## src/rtl/mul_sched_pkg.sv

```systemverilog
// mul_sched_pkg: shared widths, state encoding and step-counter sizing for
// the two-requester shift-add multiplier scheduler.
package mul_sched_pkg;

  localparam int D_W         = 8;
  localparam int K_W         = 3;
  localparam int OUT_W       = 11;
  localparam int CALC_CYCLES = 3;

  // Step counter is wide enough to index a power-of-two partial-product table.
  localparam int STEP_W = $clog2(CALC_CYCLES + 1);

  typedef enum logic [1:0] {
    ST_IDLE = 2'd0,
    ST_CALC = 2'd1,
    ST_DONE = 2'd2
  } state_t;

endpackage

```

## src/rtl/mul_shift_core.sv

```systemverilog
// mul_shift_core: holds the captured operands, the accumulator and the step
// counter, and performs one shift-add per CALC cycle.
// With MUL_SCHED_ZERO_SKIP_EN defined, it also flags a zero operand so the
// scheduler can cut the calculation short.
module mul_shift_core
  import mul_sched_pkg::*;
(
  input  logic             clk,
  input  logic             rst,
  input  logic             start,
  input  logic             step_en,
  input  logic [D_W-1:0]   d,
  input  logic [K_W-1:0]   k,
  output logic [OUT_W-1:0] sum,
`ifdef MUL_SCHED_ZERO_SKIP_EN
  output logic             zero_op,
`endif
  output logic             last_step
);

  localparam int PP_N = 1 << STEP_W;

  logic [D_W-1:0]    d_q, d_d;
  logic [K_W-1:0]    k_q, k_d;
  logic [OUT_W-1:0]  acc_q, acc_d;
  logic [STEP_W-1:0] step_q, step_d;
  logic [OUT_W-1:0]  pp [PP_N];

  // One partial product per multiplier bit; unused table slots contribute zero.
  for (genvar gi = 0; gi < PP_N; gi++) begin : g_pp
    if (gi < K_W) begin : g_bit
      assign pp[gi] = k_q[gi] ? (OUT_W'(d_q) << gi) : '0;
    end else begin : g_pad
      assign pp[gi] = '0;
    end
  end

  // sum is the accumulator value after the step performed at this edge.
  assign sum       = acc_q + pp[step_q];
  assign last_step = (step_q == STEP_W'(CALC_CYCLES - 1));
`ifdef MUL_SCHED_ZERO_SKIP_EN
  assign zero_op   = (d_q == '0) || (k_q == '0);
`endif

  // Next-state: capture clears the accumulator, each enabled step adds.
  always_comb begin
    d_d    = d_q;
    k_d    = k_q;
    acc_d  = acc_q;
    step_d = step_q;
    if (start) begin
      d_d    = d;
      k_d    = k;
      acc_d  = '0;
      step_d = '0;
    end else if (step_en) begin
      acc_d  = sum;
      step_d = step_q + 1'b1;
    end
  end

  // Operand, accumulator and step registers.
  always_ff @(posedge clk) begin
    if (rst) begin
      d_q    <= '0;
      k_q    <= '0;
      acc_q  <= '0;
      step_q <= '0;
    end else begin
      d_q    <= d_d;
      k_q    <= k_d;
      acc_q  <= acc_d;
      step_q <= step_d;
    end
  end

endmodule

```

## src/rtl/mul_sched.sv

```systemverilog
// mul_sched: round-robin scheduler in front of a 3-step shift-add multiplier.
// IDLE/DONE capture a request, CALC runs the core, DONE presents the result.
// Optional build macro MUL_SCHED_ZERO_SKIP_EN: a zero operand finishes after
// the first CALC cycle with a zero result.
module mul_sched
  import mul_sched_pkg::*;
(
  input  logic             clk,
  input  logic             rst,
  input  logic             req0,
  input  logic [D_W-1:0]   d0,
  input  logic [K_W-1:0]   k0,
  output logic             gnt0,
  input  logic             req1,
  input  logic [D_W-1:0]   d1,
  input  logic [K_W-1:0]   k1,
  output logic             gnt1,
  output logic [OUT_W-1:0] out,
  output logic             out_valid,
  output logic             out_id,
  output logic             busy
);

  state_t           state_q, state_d;
  logic             last_q, last_d;      // last granted requester
  logic             win_q, win_d;        // owner of the in-flight operation
  logic             gnt0_q, gnt0_d;
  logic             gnt1_q, gnt1_d;
  logic [OUT_W-1:0] out_q, out_d;
  logic             out_valid_q, out_valid_d;
  logic             out_id_q, out_id_d;

  logic             win;
  logic             start;
  logic             step_en;
  logic             finish;
  logic [OUT_W-1:0] sum;
  logic [OUT_W-1:0] result;
  logic             last_step;
  logic [D_W-1:0]   cap_d;
  logic [K_W-1:0]   cap_k;

  // Round-robin: on a tie the requester not granted last wins.
  assign win   = (req0 && req1) ? ~last_q : req1;
  assign cap_d = win ? d1 : d0;
  assign cap_k = win ? k1 : k0;

`ifdef MUL_SCHED_ZERO_SKIP_EN
  logic zero_op;
  assign finish = zero_op || last_step;
  assign result = zero_op ? '0 : sum;
`else
  assign finish = last_step;
  assign result = sum;
`endif

  mul_shift_core u_core (
    .clk       (clk),
    .rst       (rst),
    .start     (start),
    .step_en   (step_en),
    .d         (cap_d),
    .k         (cap_k),
    .sum       (sum),
`ifdef MUL_SCHED_ZERO_SKIP_EN
    .zero_op   (zero_op),
`endif
    .last_step (last_step)
  );

  // FSM next-state, arbitration and output-register next values.
  always_comb begin
    state_d     = state_q;
    last_d      = last_q;
    win_d       = win_q;
    out_d       = out_q;
    out_id_d    = out_id_q;
    gnt0_d      = 1'b0;
    gnt1_d      = 1'b0;
    out_valid_d = 1'b0;
    start       = 1'b0;
    step_en     = 1'b0;
    case (state_q)
      ST_CALC: begin
        step_en = 1'b1;
        if (finish) begin
          state_d     = ST_DONE;
          out_d       = result;
          out_valid_d = 1'b1;
          out_id_d    = win_q;
        end
      end
      default: begin
        // IDLE and DONE both accept a new request back-to-back.
        if (req0 || req1) begin
          start   = 1'b1;
          state_d = ST_CALC;
          last_d  = win;
          win_d   = win;
          gnt0_d  = ~win;
          gnt1_d  = win;
        end else begin
          state_d = ST_IDLE;
        end
      end
    endcase
  end

  // State and registered outputs; reset overrides any request.
  always_ff @(posedge clk) begin
    if (rst) begin
      state_q     <= ST_IDLE;
      last_q      <= 1'b1;
      win_q       <= 1'b0;
      gnt0_q      <= 1'b0;
      gnt1_q      <= 1'b0;
      out_q       <= '0;
      out_valid_q <= 1'b0;
      out_id_q    <= 1'b0;
    end else begin
      state_q     <= state_d;
      last_q      <= last_d;
      win_q       <= win_d;
      gnt0_q      <= gnt0_d;
      gnt1_q      <= gnt1_d;
      out_q       <= out_d;
      out_valid_q <= out_valid_d;
      out_id_q    <= out_id_d;
    end
  end

  assign gnt0      = gnt0_q;
  assign gnt1      = gnt1_q;
  assign out       = out_q;
  assign out_valid = out_valid_q;
  assign out_id    = out_id_q;
  assign busy      = (state_q == ST_CALC) || (state_q == ST_DONE);

endmodule

```

## config.mk

```make
export PLATFORM = sky130hd
export DESIGN_NAME = mul_sched
export DESIGN_NICKNAME = d
export VERILOG_FILES = /design/src/rtl/mul_sched_pkg.sv /design/src/rtl/mul_shift_core.sv /design/src/rtl/mul_sched.sv
export SDC_FILE = /design/constraint.sdc
export NUM_CORES = 1
export LEC_CHECK = 0
export BUFFER_PORTS_ARGS = -buffer_cell sky130_fd_sc_hd__clkbuf_2
export CORE_MARGIN = 2
export CORE_UTILIZATION = 45
export DETAILED_ROUTE_END_ITERATION = 7
export GPL_ROUTABILITY_DRIVEN = 1
export GPL_TIMING_DRIVEN = 1
export PLACE_DENSITY = 0.64
export SLEW_MARGIN = 20
export SYNTH_ARGS = -nofsm -noshare
export SYNTH_HDL_FRONTEND = slang
export SYNTH_SLANG_ARGS = --single-unit
```

## constraint.sdc

```tcl
create_clock -name clk -period 3.35 [get_ports clk]
set_clock_uncertainty 0.05 [all_clocks]
set_input_delay 0.335 -clock clk [delete_from_list [all_inputs] [get_ports clk]]
set_output_delay 0.335 -clock clk [all_outputs]
set_load 0.01 [all_outputs]
```

# Word-level counts from Yosys, hierarchy flattened
# Cells that the tools add are included.
# op_classes
add_sub_neg	2
magnitude_cmp	1
eq_ne	4
muxes	16
n_bitwise	5
n_reduce_logical	8
# ops
operator	count
11-bit binary-select mux with 2-bit select	1
11-bit 2-to-1 mux	2
8-bit 2-to-1 mux	2
11-bit adder	1
10-bit 2-to-1 mux	1
9-bit 2-to-1 mux	1
1-bit 2-to-1 mux	6
2-bit equality test, second input constant	2
2-bit 2-to-1 mux	2
1-bit NOT	4
2-bit AND reduction	2
2-bit OR reduction	2
3-bit greater-or-equal comparator, second input constant	1
3-bit 2-to-1 mux	1
2-bit NOT with 3-bit output	1
3-bit OR reduction	1
2-bit by 1-bit adder with 2-bit output, second input constant	1
2-bit by 1-bit equality test with 1-bit output, second input constant	1
1-bit logical OR	2
2-bit inequality test, second input constant	1
1-bit logical AND	1
# word_totals
reg_bits	43
in_bits	26
output_inout_bits	16
elab_cells	48

# Depth between registers and ports, before layout
# Gate-level depths: netlist of the first run.
# depth
ltp_word	5
ltp_mapped	11
ltp_nobuf	10

# Modules after synthesis
# A second synthesis of the first run with hierarchy kept.
# hier_totals
hier_cells	284
area_unflattened_um2	2452.4
# modules_own_cells
module	instances	cells_each	area_per_inst_um2
mul_shift_core	1	187	1557.7
mul_sched	1	97	894.6

# Least setup slack after synthesis of the first run
# Ideal clock, no wire load.
# synth_timing
path_kind	register -> register
startpoint	reg u_core.step_q[1]
endpoint	reg out_q[8], in the netlist out[8]
arrival_time_ns	2.478
t_required_ns	3.238
slack_ns	0.760
stages_incl_launch_ff	12
path_buffers	2
cell_sequence	dfxtp_1 -> clkbuf_1 -> clkbuf_1 -> nor3_1 -> ha_1 -> inv_1 -> fa_1 -> nand2b_1 -> a211oi_2 -> o21ai_2 -> or4_1 -> nand3_1
# synth_between
elab_chain_cells	5
word_cells_on_any_way	7
# synth_lines
item	line	source
start: declaration	mul_shift_core.sv:26	logic [STEP_W-1:0] step_q, step_d;
start signal: assignment	mul_shift_core.sv:73	step_q <= step_d;
2-bit NOT with 3-bit output (not written as such)	mul_shift_core.sv:39	assign sum = acc_q + pp[step_q];
11-bit binary-select mux with 2-bit select	mul_shift_core.sv:39	
11-bit 2-to-1 mux (not written as such) (2 in series)	mul_shift_core.sv:39	
11-bit adder	mul_shift_core.sv:39	
end signal: assignment	mul_sched.sv:126	out_q <= out_d;
end: declaration	mul_sched.sv:29	logic [OUT_W-1:0] out_q, out_d;
# Several ways; a longest one is shown, not always the timed one. The select of a mux whose other input is x is not followed.
# A chain may end at the register's enable or synchronous reset.

# Worst setup path after layout of the first run
# layout_timing
startpoint	reg u_core.step_q[0]
endpoint	reg out_q[9], in the netlist out[9]
# The elaborated chain is that of the path after synthesis.

==> results of run 1 <==
[how the worst max path moves through the flow]
stage,startpoint,endpoint,cells past startpoint
after floorplan,u_core.step_q[1],out[8],11
after global placement,u_core.k_q[0],u_core.acc_q[8],10
after detailed placement,u_core.step_q[0],out[9],8
after CTS,u_core.step_q[0],out[8],9
after global routing,u_core.step_q[0],out[9],8
final,u_core.step_q[0],out[9],8
[worst max-delay path: cells and delay by family (launching register included)]
kind	cells	cell delay (ns)
buffers and inverters	1	0.30
AND/OR/NAND/NOR	2	0.80
AO/OA/AOI/OAI	4	0.67
adder cells (fa/ha/maj)	1	0.40
flip-flops	1	0.50
[sequential cells by signal, indices dropped and copies added, names as in the netlist]
signal         flops
u_core.d_q         8
last_q             1
u_core.k_q         3
out_id             1
win_q              1
u_core.step_q      2
out_valid          1
u_core.acc_q      11
state_q            2
gnt0               1
out               11
gnt1               1
[placed cells by master, fill, tap and decap left out, drive strengths merged, types with 3 or more instances in the layout]
cell    count
nand2      65
clkbuf     47
dfxtp      43
a21oi      18
nor2       17
ha         12
nand3      11
a22oi      11
and3        8
mux2i       8
o22ai       7
o21ai       7
inv         6
a31oi       6
nor3        6
a211oi      5
a21o        4
xnor2       3
o211ai      3
a32oi       3
xor2        3
clkinv      3
[routing by layer]
layer	track usage, %	routed length (µm)	up-vias
met5	0	0	-
li1	-	-	1077
met1	26.24	2478	893
met3	4.016	230	5
met4	5.952	34	0
met2	29.63	2103	61
[final cells by class]
class,instances,share of cell area (%)
Inverter,8,1.155
Multi-Input combinational cell,216,50.24
Clock inverter,2,0.6256
Sequential cell,43,33.11
Clock buffer,6,3.176
Timing Repair Buffer,43,8.470
Tap cell,67,3.224
[power groups by stage]
stage                     registers (W)  logic [W]  clock network, W
after floorplan                0.000556  0.0000857                 0
after detailed placement       0.000564   0.000117                 0
after CTS                      0.000552   0.000117          0.000359
after global placement         0.000565   0.000115                 0
after global routing           0.000556   0.000133          0.000385
final                          0.000552   0.000116          0.000349
[cells by family (layout without fill, tap and decap cells)]
group | after synthesis | count (layout) | synth area share [%]
DFF | 43 | 43 | 38.14
buffers and inverters | 22 | 59 | 4.213
xor gates and xnor gates | 6 | 6 | 2.329
adders and majority gates | 13 | 13 | 7.539
muxes | 8 | 8 | 3.548
and+or+nand+nor | 121 | 121 | 24.17
AOI/OAI and AO/OA | 68 | 68 | 20.07
[per-stage QoR]
step	setup slack [ns]	cells	total power, W	hold WS, ns
after floorplan	0.7596	281	0.0006417	0.3654
after global placement	0.7111	377	0.0006795	0.3917
after detailed placement	0.6516	377	0.0006813	0.3978
after CTS	0.6467	385	0.001028	0.1874
after global routing	0.4344	385	0.001074	0.2030
final	0.5802	385	0.001017	0.1959
==> metrics.txt, run 1 <==
status=completed; Root Buffer=clkbuf_8; CTS hold repair buffers=0; ys async rst share=0%; Resized cells post-CTS=0; Static Leak=between 1 and 1.5 nW; P per Cell Area=391.3 mW/mm²; Initial DRC Count=~100; Rel. slew slack=a little over half; gr usage total=approximately a fifth; vias in the first global route=1785; gp weighted congestion=between 0.8 and 0.9; die width=approximately 75 µm; die height=74.83 µm; cell area after synthesis=0.002257 mm²; worst r2r src=u_core.step_q[0]; R2R setup slack=roughly 0.58 ns; CTS Buf Count=5; number of fillers in the final layout=485; FMAX=roughly 360 MHz; most used cell, CP=o21ai_0; total wire length=around 4.8 mm; post-synth net total=320; fin. max-slew vios=0; largest net degree at the start of global routing=23; port bufs=just over 40; die area=0.005599 mm²; CTS tree=built; Switch Pwr=about 0.00027 W; Yosys reg bits=43; RSZ-0062 raised after global routing=false; Seq/Total Area, Yosys=38.14%; Post-Place Cell Area=0.002501 mm²; HP Class=primary input to register; first-pass GRT wire length=8.197 mm; top post-synthesis cells by area=dfxtp_1 38%, nand2_1 11%, ha_1 6.7%; synth unique cells=43; Setup CP Type=register to register; Core Area=about 0.0048 mm²; sequential cell area=860.8 µm²; area occupied by multi-input gates=between 0.001 and 0.0015 mm²; GRT overflow=0; setup bufs post-CTS=0; Tightest Pin Transition=about 0.7 ns; Sequential Power Share=between 50 and 60%; hold_sp=k1[0]; final design utilization=54.33%; Synth-to-Final Area Change=15.19%; Initial Util=a little under half; first drt pass iteration count=4; Tcrit/Tclk final=82.68%; vias after detailed routing=approximately 2000; CP Data Arrival Time=about 3 ns; clk sinks=43; internal power=between 0.0007 and 0.0008 W; Antenna Nets Post-Route=0; max-cap violation count=0; # setup viols final=0; syn_area_per_cell=~8 µm²; Post-synth EDFFs=0; Slowest-stage cell, CP=dfxtp_1; initial antenna violation count=0; worst-path fanout max=11; Reg2Reg Depth=8; share of cells above drive strength 1=about 18%; most frequent cells after synthesis=64 x nand2_1, 43 x dfxtp_1, 17 x a21oi_1, 17 x nor2_1, 12 x ha_1; final hold violations=0; hold path endpoint=u_core.k_q[0]; I/O Pins=42; Worst Setup End Kind=register; row count=25; maximum vdd drop=approximately 0.25 mV; number of synthesis warnings=0; required time worst endpoint=3.52 ns; ant diodes=0; final setup TNS=0 ns; worst skew pair latency=approximately 0.30 ns; CP Cell Sequence=clkinv_1 -> nand2_1 -> o21ai_0 -> ha_1 -> a21oi_1 -> o21ai_0 -> or4b_1 -> o211ai_1; clock share of power=roughly a third; clk slew on worst S/H paths=0.08 ns; switching part of the total=between 20% and 30%; htree depth=2; wire length per cell=about 13 µm; Remaining DRCs=0; max incr delay on CP=about 0.5 ns; vias per cell=approximately 5.3; Final #Nets=356; Comb pwr share=about 11%; Post-synth top flop=dfxtp_1; DP Wirelength=~3.7 mm; r2r endpoint=out[9]; Hold Crit Depth=3; Final Critical Period=roughly 2.8 ns; Startpoint Class=register; post-route cell area=between 0.002 and 0.003 mm²; CTS max path bufs=2; Post-Synthesis Cells=around 280; Synth area leader=dfxtp_1; top-count cell post-synth=nand2_1; top-area cell type share of the netlist area=a little under two fifths
Power figures use the tool's default switching activity.
==> run 2: changes to the inputs <==
--- a/config.mk
+++ b/config.mk
@@ -5,13 +5,14 @@
 export SDC_FILE = /design/constraint.sdc
 export NUM_CORES = 1
 export LEC_CHECK = 0
+export ABC_AREA = 1
 export BUFFER_PORTS_ARGS = -buffer_cell sky130_fd_sc_hd__clkbuf_2
 export CORE_MARGIN = 2
 export CORE_UTILIZATION = 45
 export DETAILED_ROUTE_END_ITERATION = 7
 export GPL_ROUTABILITY_DRIVEN = 1
 export GPL_TIMING_DRIVEN = 1
-export PLACE_DENSITY = 0.64
+export PLACE_DENSITY = 0.63
 export SLEW_MARGIN = 20
 export SYNTH_ARGS = -nofsm -noshare
 export SYNTH_HDL_FRONTEND = slang
==> constraint.sdc (replaced) <==
create_clock -name clk -period 2.6 [get_ports clk]
set_clock_uncertainty 0.05 [all_clocks]
set_input_delay 0.26 -clock clk [delete_from_list [all_inputs] [get_ports clk]]
set_output_delay 0.26 -clock clk [all_outputs]
set_load 0.01 [all_outputs]
==> metrics.txt, run 2 <==
status=completed; ys async rst share=0%; Static Leak=roughly 1.5 nW; HP Class=primary input to register; fin. max-slew vios=0; cell area after synthesis=0.002454 mm²; Resized cells post-CTS=0; initial antenna violation count=0; Tcrit/Tclk final=88.84%; sequential cell area=between 800 and 900 µm²; die area=a little over 0.006 mm²; CTS max path bufs=2; maximum vdd drop=0.2358 mV; top-count cell post-synth=nand2_1; gr usage total=between 20% and 30%; Bufs and invs on worst path=3; Slowest-stage cell, CP=fa_1; first drt pass iteration count=4; CTS hold repair buffers=0; RSZ-0062 raised after global routing=false; Overall Power=approximately 0.0015 W; FMAX=around 430 MHz; commonest cells after routing, fill and taps aside=103 x nand2_1, 49 x inv_1, 43 x dfxtp_1; worst skew pair latency=around 0.3 ns; CP Cell Sequence=nor2_4 -> inv_1 -> o32ai_1 -> inv_1 -> fa_1 -> o21bai_2 -> nand2_1 -> nand3_1 -> nand3_1 -> nand2_1 -> inv_1; Seq/Total Area, Yosys=a little over a third; die width=between 70 and 80 µm; most frequent cells after synthesis=103 x nand2_1, 50 x inv_1, 43 x dfxtp_1; vias per cell=around 5.0; complex-gate fraction of the synthesized area=around an eighth; CTS Buf Count=5; Final #Nets=442; most used cell, CP=inv_1; Synth area leader=dfxtp_1; htree depth=2; Root Buffer=clkbuf_8; Setup CP Type=register to register; setup bufs post-CTS=0; Worst Setup End Kind=register; syn_area_per_cell=6.778 µm²; Post-Synth XOR/XNOR Area=1.071%; clk sinks=43; post-route cell area=between 0.002 and 0.003 mm²; Core Area=about 0.0052 mm²; I/O Pins=between 40 and 50; row count=26; vias in the first global route=2267; CP Data Arrival Time=~2.5 ns; port bufs=slightly above 40; gp weighted congestion=0.8939; area occupied by multi-input gates=around 0.0013 mm²; simple-gate share of the synthesized area=32.23%; ant diodes=0; worst-path fanout max=8; post-synth net total=between 400 and 500; required time worst endpoint=~2.8 ns; number of fillers in the final layout=508; Remaining DRCs=0; P per Cell Area=approximately 530 mW/mm²; share of cells above drive strength 1=16.83%; Post-synth EDFFs=0; Tightest Pin Transition=just over 0.5 ns; DP Wirelength=between 4 and 5 mm; critical path's top delay family=simple AND/OR/NAND/NOR gates; wire length per cell=around 12 µm; Final Critical Period=about 2.3 ns; Antenna Nets Post-Route=0; Post-synth top flop=dfxtp_1; Initial Util=a little under half; Rel. slew slack=roughly two thirds; clk slew on worst S/H paths=about 0.080 ns; Post-Place Cell Area=0.002696 mm²; max incr delay on CP=roughly 0.47 ns; Synth-to-Final Area Change=15.04%; largest net degree at the start of global routing=19; max-cap violation count=0; Synth Area in Adders=6.935%; total wire length=5.748 mm; Yosys reg bits=43; largest family of logic cells by synthesized area=simple AND/OR/NAND/NOR gates; first-pass GRT wire length=10.25 mm; top-area cell type share of the netlist area=a little over a third; most common cell after layout, fill and taps aside=nand2_1; Post-Synthesis Cells=around 360; vias after detailed routing=roughly 2400; synth unique cells=35; top post-synthesis cells by area=dfxtp_1 35%, nand2_1 16%, inv_1 7.6%; number of synthesis warnings=0; # setup viols final=0; Initial DRC Count=between 100 and 150; final hold violations=0; Startpoint Class=register; CTS tree=built; post-synthesis mux area share=0%; GRT overflow=0; final setup TNS=0 ns; die height=~78 µm
[run 2: cell types whose count changed after synthesis, moves of 4 or more]
cell	before	now
a211oi_1	4	0
a221oi_1	0	6
a22oi_1	11	2
a31oi_1	6	0
and3_1	8	0
clkbuf_1	8	1
inv_1	6	50
mux2i_1	8	0
nand2_1	64	103
nand3_1	11	35
nor2_1	17	42
nor3_1	6	0
o22ai_1	7	0
[run 2: logic make-up (layout without fill, tap and decap cells)]
family                     Yosys count  count (layout)
AOI/OAI and AO/OA                   48              48
and+or+nand+nor                    189             189
DFF                                 43              43
xor gates and xnor gates             3               3
buffers and inverters               66             108
adders and majority gates           13              13
[run 2: tightest hold or removal path: stages]
cell and delay [ns]:
clkbuf_2 0.07, nand2_1 0.04, nand2_1 0.05
[run 2: routing by layer]
metal	part of all wire, %	track usage (%)	wire, µm	up-vias
li1	-	-	-	1235
met1	49	27.96	2788	1084
met2	45	34.74	2595	47
met3	5.1	4.186	292	7
met4	1.2	6.250	71	0
met5	0	0	0	-
[run 2: cell type report]
class	count	share of cell area [%]
Clock inverter	2	1.241
Sequential cell	43	30.50
Inverter	54	7.270
Clock buffer	6	2.926
Multi-Input combinational cell	253	46.37
Timing Repair Buffer	46	8.599
Tap cell	70	3.103
[run 2: through the flow]
stage	cells	hold WS [ns]	worst slack (ns)	util [%]
2_1_floorplan	362	0.3204	0.5007	-
3_3_place_gp	466	0.3980	0.3013	52.13
3_5_place_dp	466	0.4023	0.2506	52.13
4_1_cts	474	0.1040	0.2288	54.40
5_1_grt	474	0.09966	0.009077	54.57
6_report	474	0.1032	0.2901	54.57
[run 2: final timing paths]
path / startpoint / to / slack [ns] / depth (start not counted)
max: u_core.step_q[1] / out[6] / 0.29 / 11
min: d0[3] / u_core.d_q[3] / 0.10 / 3
max reg2reg: u_core.step_q[1] / out[6] / 0.29 / 11
min reg2reg: win_q / win_q / 0.41 / 2
[run 2: report_power, final]
group | internal (W) | switching (W) | leakage, nW
Clock | 0.000311 | 0.000243 | 0.0612
Combinational | 0.0000830 | 0.000134 | 1.04
Sequential | 0.000690 | 0.0000321 | 0.350
==> run 3: changes to the inputs <==
--- a/config.mk
+++ b/config.mk
@@ -12,7 +12,8 @@
 export DETAILED_ROUTE_END_ITERATION = 7
 export GPL_ROUTABILITY_DRIVEN = 1
 export GPL_TIMING_DRIVEN = 1
-export PLACE_DENSITY = 0.63
+export PLACE_DENSITY_LB_ADDON = 0.05
+export SETUP_SLACK_MARGIN = 0.4
 export SLEW_MARGIN = 20
 export SYNTH_ARGS = -nofsm -noshare
 export SYNTH_HDL_FRONTEND = slang
==> metrics.txt, run 3 (same netlist as run 2, synthesis figures left out) <==
status=completed; CTS Buf Count=5; Antenna Nets Post-Route=0; Tightest Pin Transition=0.4883 ns; Final Critical Period=2.154 ns; Static Leak=approximately 1.5 nW; DP Wirelength=approximately 4.3 mm; die area=~0.006 mm²; Bufs and invs on worst path=5; first-pass GRT wire length=just under 10 mm; worst slack, placed=between 0.15 and 0.2 ns; HP Class=primary input to register; worst-path fanout max=7; Tcrit/Tclk final=a little over 80%; Final #Nets=455; vias per cell=between 4 and 5; P per Cell Area=approximately 480 mW/mm²; commonest cells after routing, fill and taps aside=92 x nand2_1, 48 x inv_1, 41 x clkbuf_2; RSZ-0062 raised after global routing=true; CTS tree=built; Worst Setup End Kind=register; CP Data Arrival Time=roughly 2.3 ns; total wire length=approximately 6.2 mm; vias after detailed routing=about 2400; Initial DRC Count=a little over 90; Core Area=a little over 0.005 mm²; wire length per cell=12.69 µm; # setup viols final=0; CP Cell Sequence=inv_4 -> buf_6 -> nand3_4 -> a221oi_4 -> ha_4 -> buf_6 -> nand2_4 -> inv_1 -> nand2_1 -> nand2_1 -> nand2_1 -> nand3_1 -> nand2_1 -> nand3_1 -> nand2_1 -> inv_1; vias in the first global route=roughly 2200; Startpoint Class=register; Remaining DRCs=0; first drt pass iteration count=4; GRT overflow=0; Hold Crit Depth=3; gp weighted congestion=about 0.86; worst skew pair latency=about 0.29 ns; Initial Util=47.44%; Rel. slew slack=just under 70%; Setup WS post-layout=0.4464 ns; Synth-to-Final Area Change=28.91%; FMAX=between 400 and 500 MHz; die width=77.84 µm; Root Buffer=clkbuf_8; Setup CP Type=register to register; htree depth=2; fin. max-slew vios=0; row count=26; final setup TNS=0 ns; largest net degree at the start of global routing=19; most used cell, CP=nand2_1; initial antenna violation count=0; most common cell after layout, fill and taps aside=nand2_1; die height=about 80 µm; max-cap violation count=0; final hold violations=0; share of cells above drive strength 1=a little under 30%; maximum vdd drop=approximately 0.23 mV; gr usage total=a little over 20%; ant diodes=0; Slowest-stage cell, CP=dfxtp_4; Reg2Reg Depth=16; critical path's top delay family=simple AND/OR/NAND/NOR gates; required time worst endpoint=~2.7 ns; number of fillers in the final layout=around 480; clk slew on worst S/H paths=about 0.080 ns; sequential cell area=a little under 900 µm²; I/O Pins=42; CTS max path bufs=2; port bufs=roughly 40; CTS hold repair buffers=0; max incr delay on CP=approximately 0.37 ns; area occupied by multi-input gates=0.001539 mm²; clk sinks=43; Crit path depth=16
[run 3: changes by cell type in the layout (fill, tap and decap cells not counted), moves of 5 or more]
cell / previous run / this run
a21oi_1: 18 / 12
a221oi_1: 6 / 0
buf_4: 5 / 15
dfxtp_1: 43 / 38
ha_1: 12 / 6
nand2_1: 103 / 92
nand2_2: 1 / 11
[run 3: where the power goes]
group	total, W	switching (W)	internal, W
sequential	0.000730	0.0000398	0.000690
clock	0.000499	0.000218	0.000282
combinational	0.000287	0.000162	0.000125
[run 3: path summary, 6_finish.rpt]
check	startpoint	end	slack, ns
hold / removal	d0[6]	u_core.d_q[6]	0.11
setup reg to reg	u_core.step_q[0]	out[10]	0.45
hold reg to reg	state_q[1]	state_q[1]	0.42
setup / recovery	u_core.step_q[0]	out[10]	0.45
[run 3: metal layers]
metal	track usage [%]	share of wire, %	vias to the layer above
met2	32.67	48	35
met3	4.767	2.9	8
met1	26.52	48	1097
met4	6.071	0.89	0
li1	-	-	1263
met5	0	0	-
[run 3: worst reg2reg max path: stages, from the launching register on]
cell	delay [ns]
dfxtp_4	0.37
inv_4	0.06
buf_6	0.12
nand3_4	0.07
a221oi_4	0.31
ha_4	0.27
buf_6	0.12
nand2_4	0.05
inv_1	0.06
nand2_1	0.08
nand2_1	0.05
nand2_1	0.08
nand3_1	0.08
nand2_1	0.09
nand3_1	0.07
nand2_1	0.09
inv_1	0.04
[run 3: layout make-up]
class / instances / share of cell area (%)
well taps: 70 / 2.769
flip-flops and latches: 43 / 27.57
clock inverters: 1 / 0.9494
clock buffers: 6 / 2.294
multi-input cells: 253 / 48.66
repair buffers: 59 / 11.12
inverters: 54 / 6.646
[run 3: timing repair]
item	4_1_cts	5_1_grt
setup endpoints to repair	14	16
resized for setup	14	52
setup buffers	2	12
endpoints found under the hold margin	0	0
pin swaps	3	28
[run 3: metrics by stage]
| stage | instances | total power [W] | hold WS, ns | util, % | area [µm²] |
|---|---|---|---|---|---|
| after floorplan | 362 | 0.0008920 | 0.3204 | - | 2454 |
| after detailed placement | 465 | 0.0009520 | 0.4124 | 51.98 | 2689 |
| after CTS | 474 | 0.001462 | 0.1032 | 55.20 | 2855 |
| final | 486 | 0.001517 | 0.1114 | 61.15 | 3163 |
| after global placement | 465 | 0.0009508 | 0.4039 | 51.98 | 2689 |
| after global routing | 486 | 0.001595 | 0.1182 | 61.15 | 3163 |
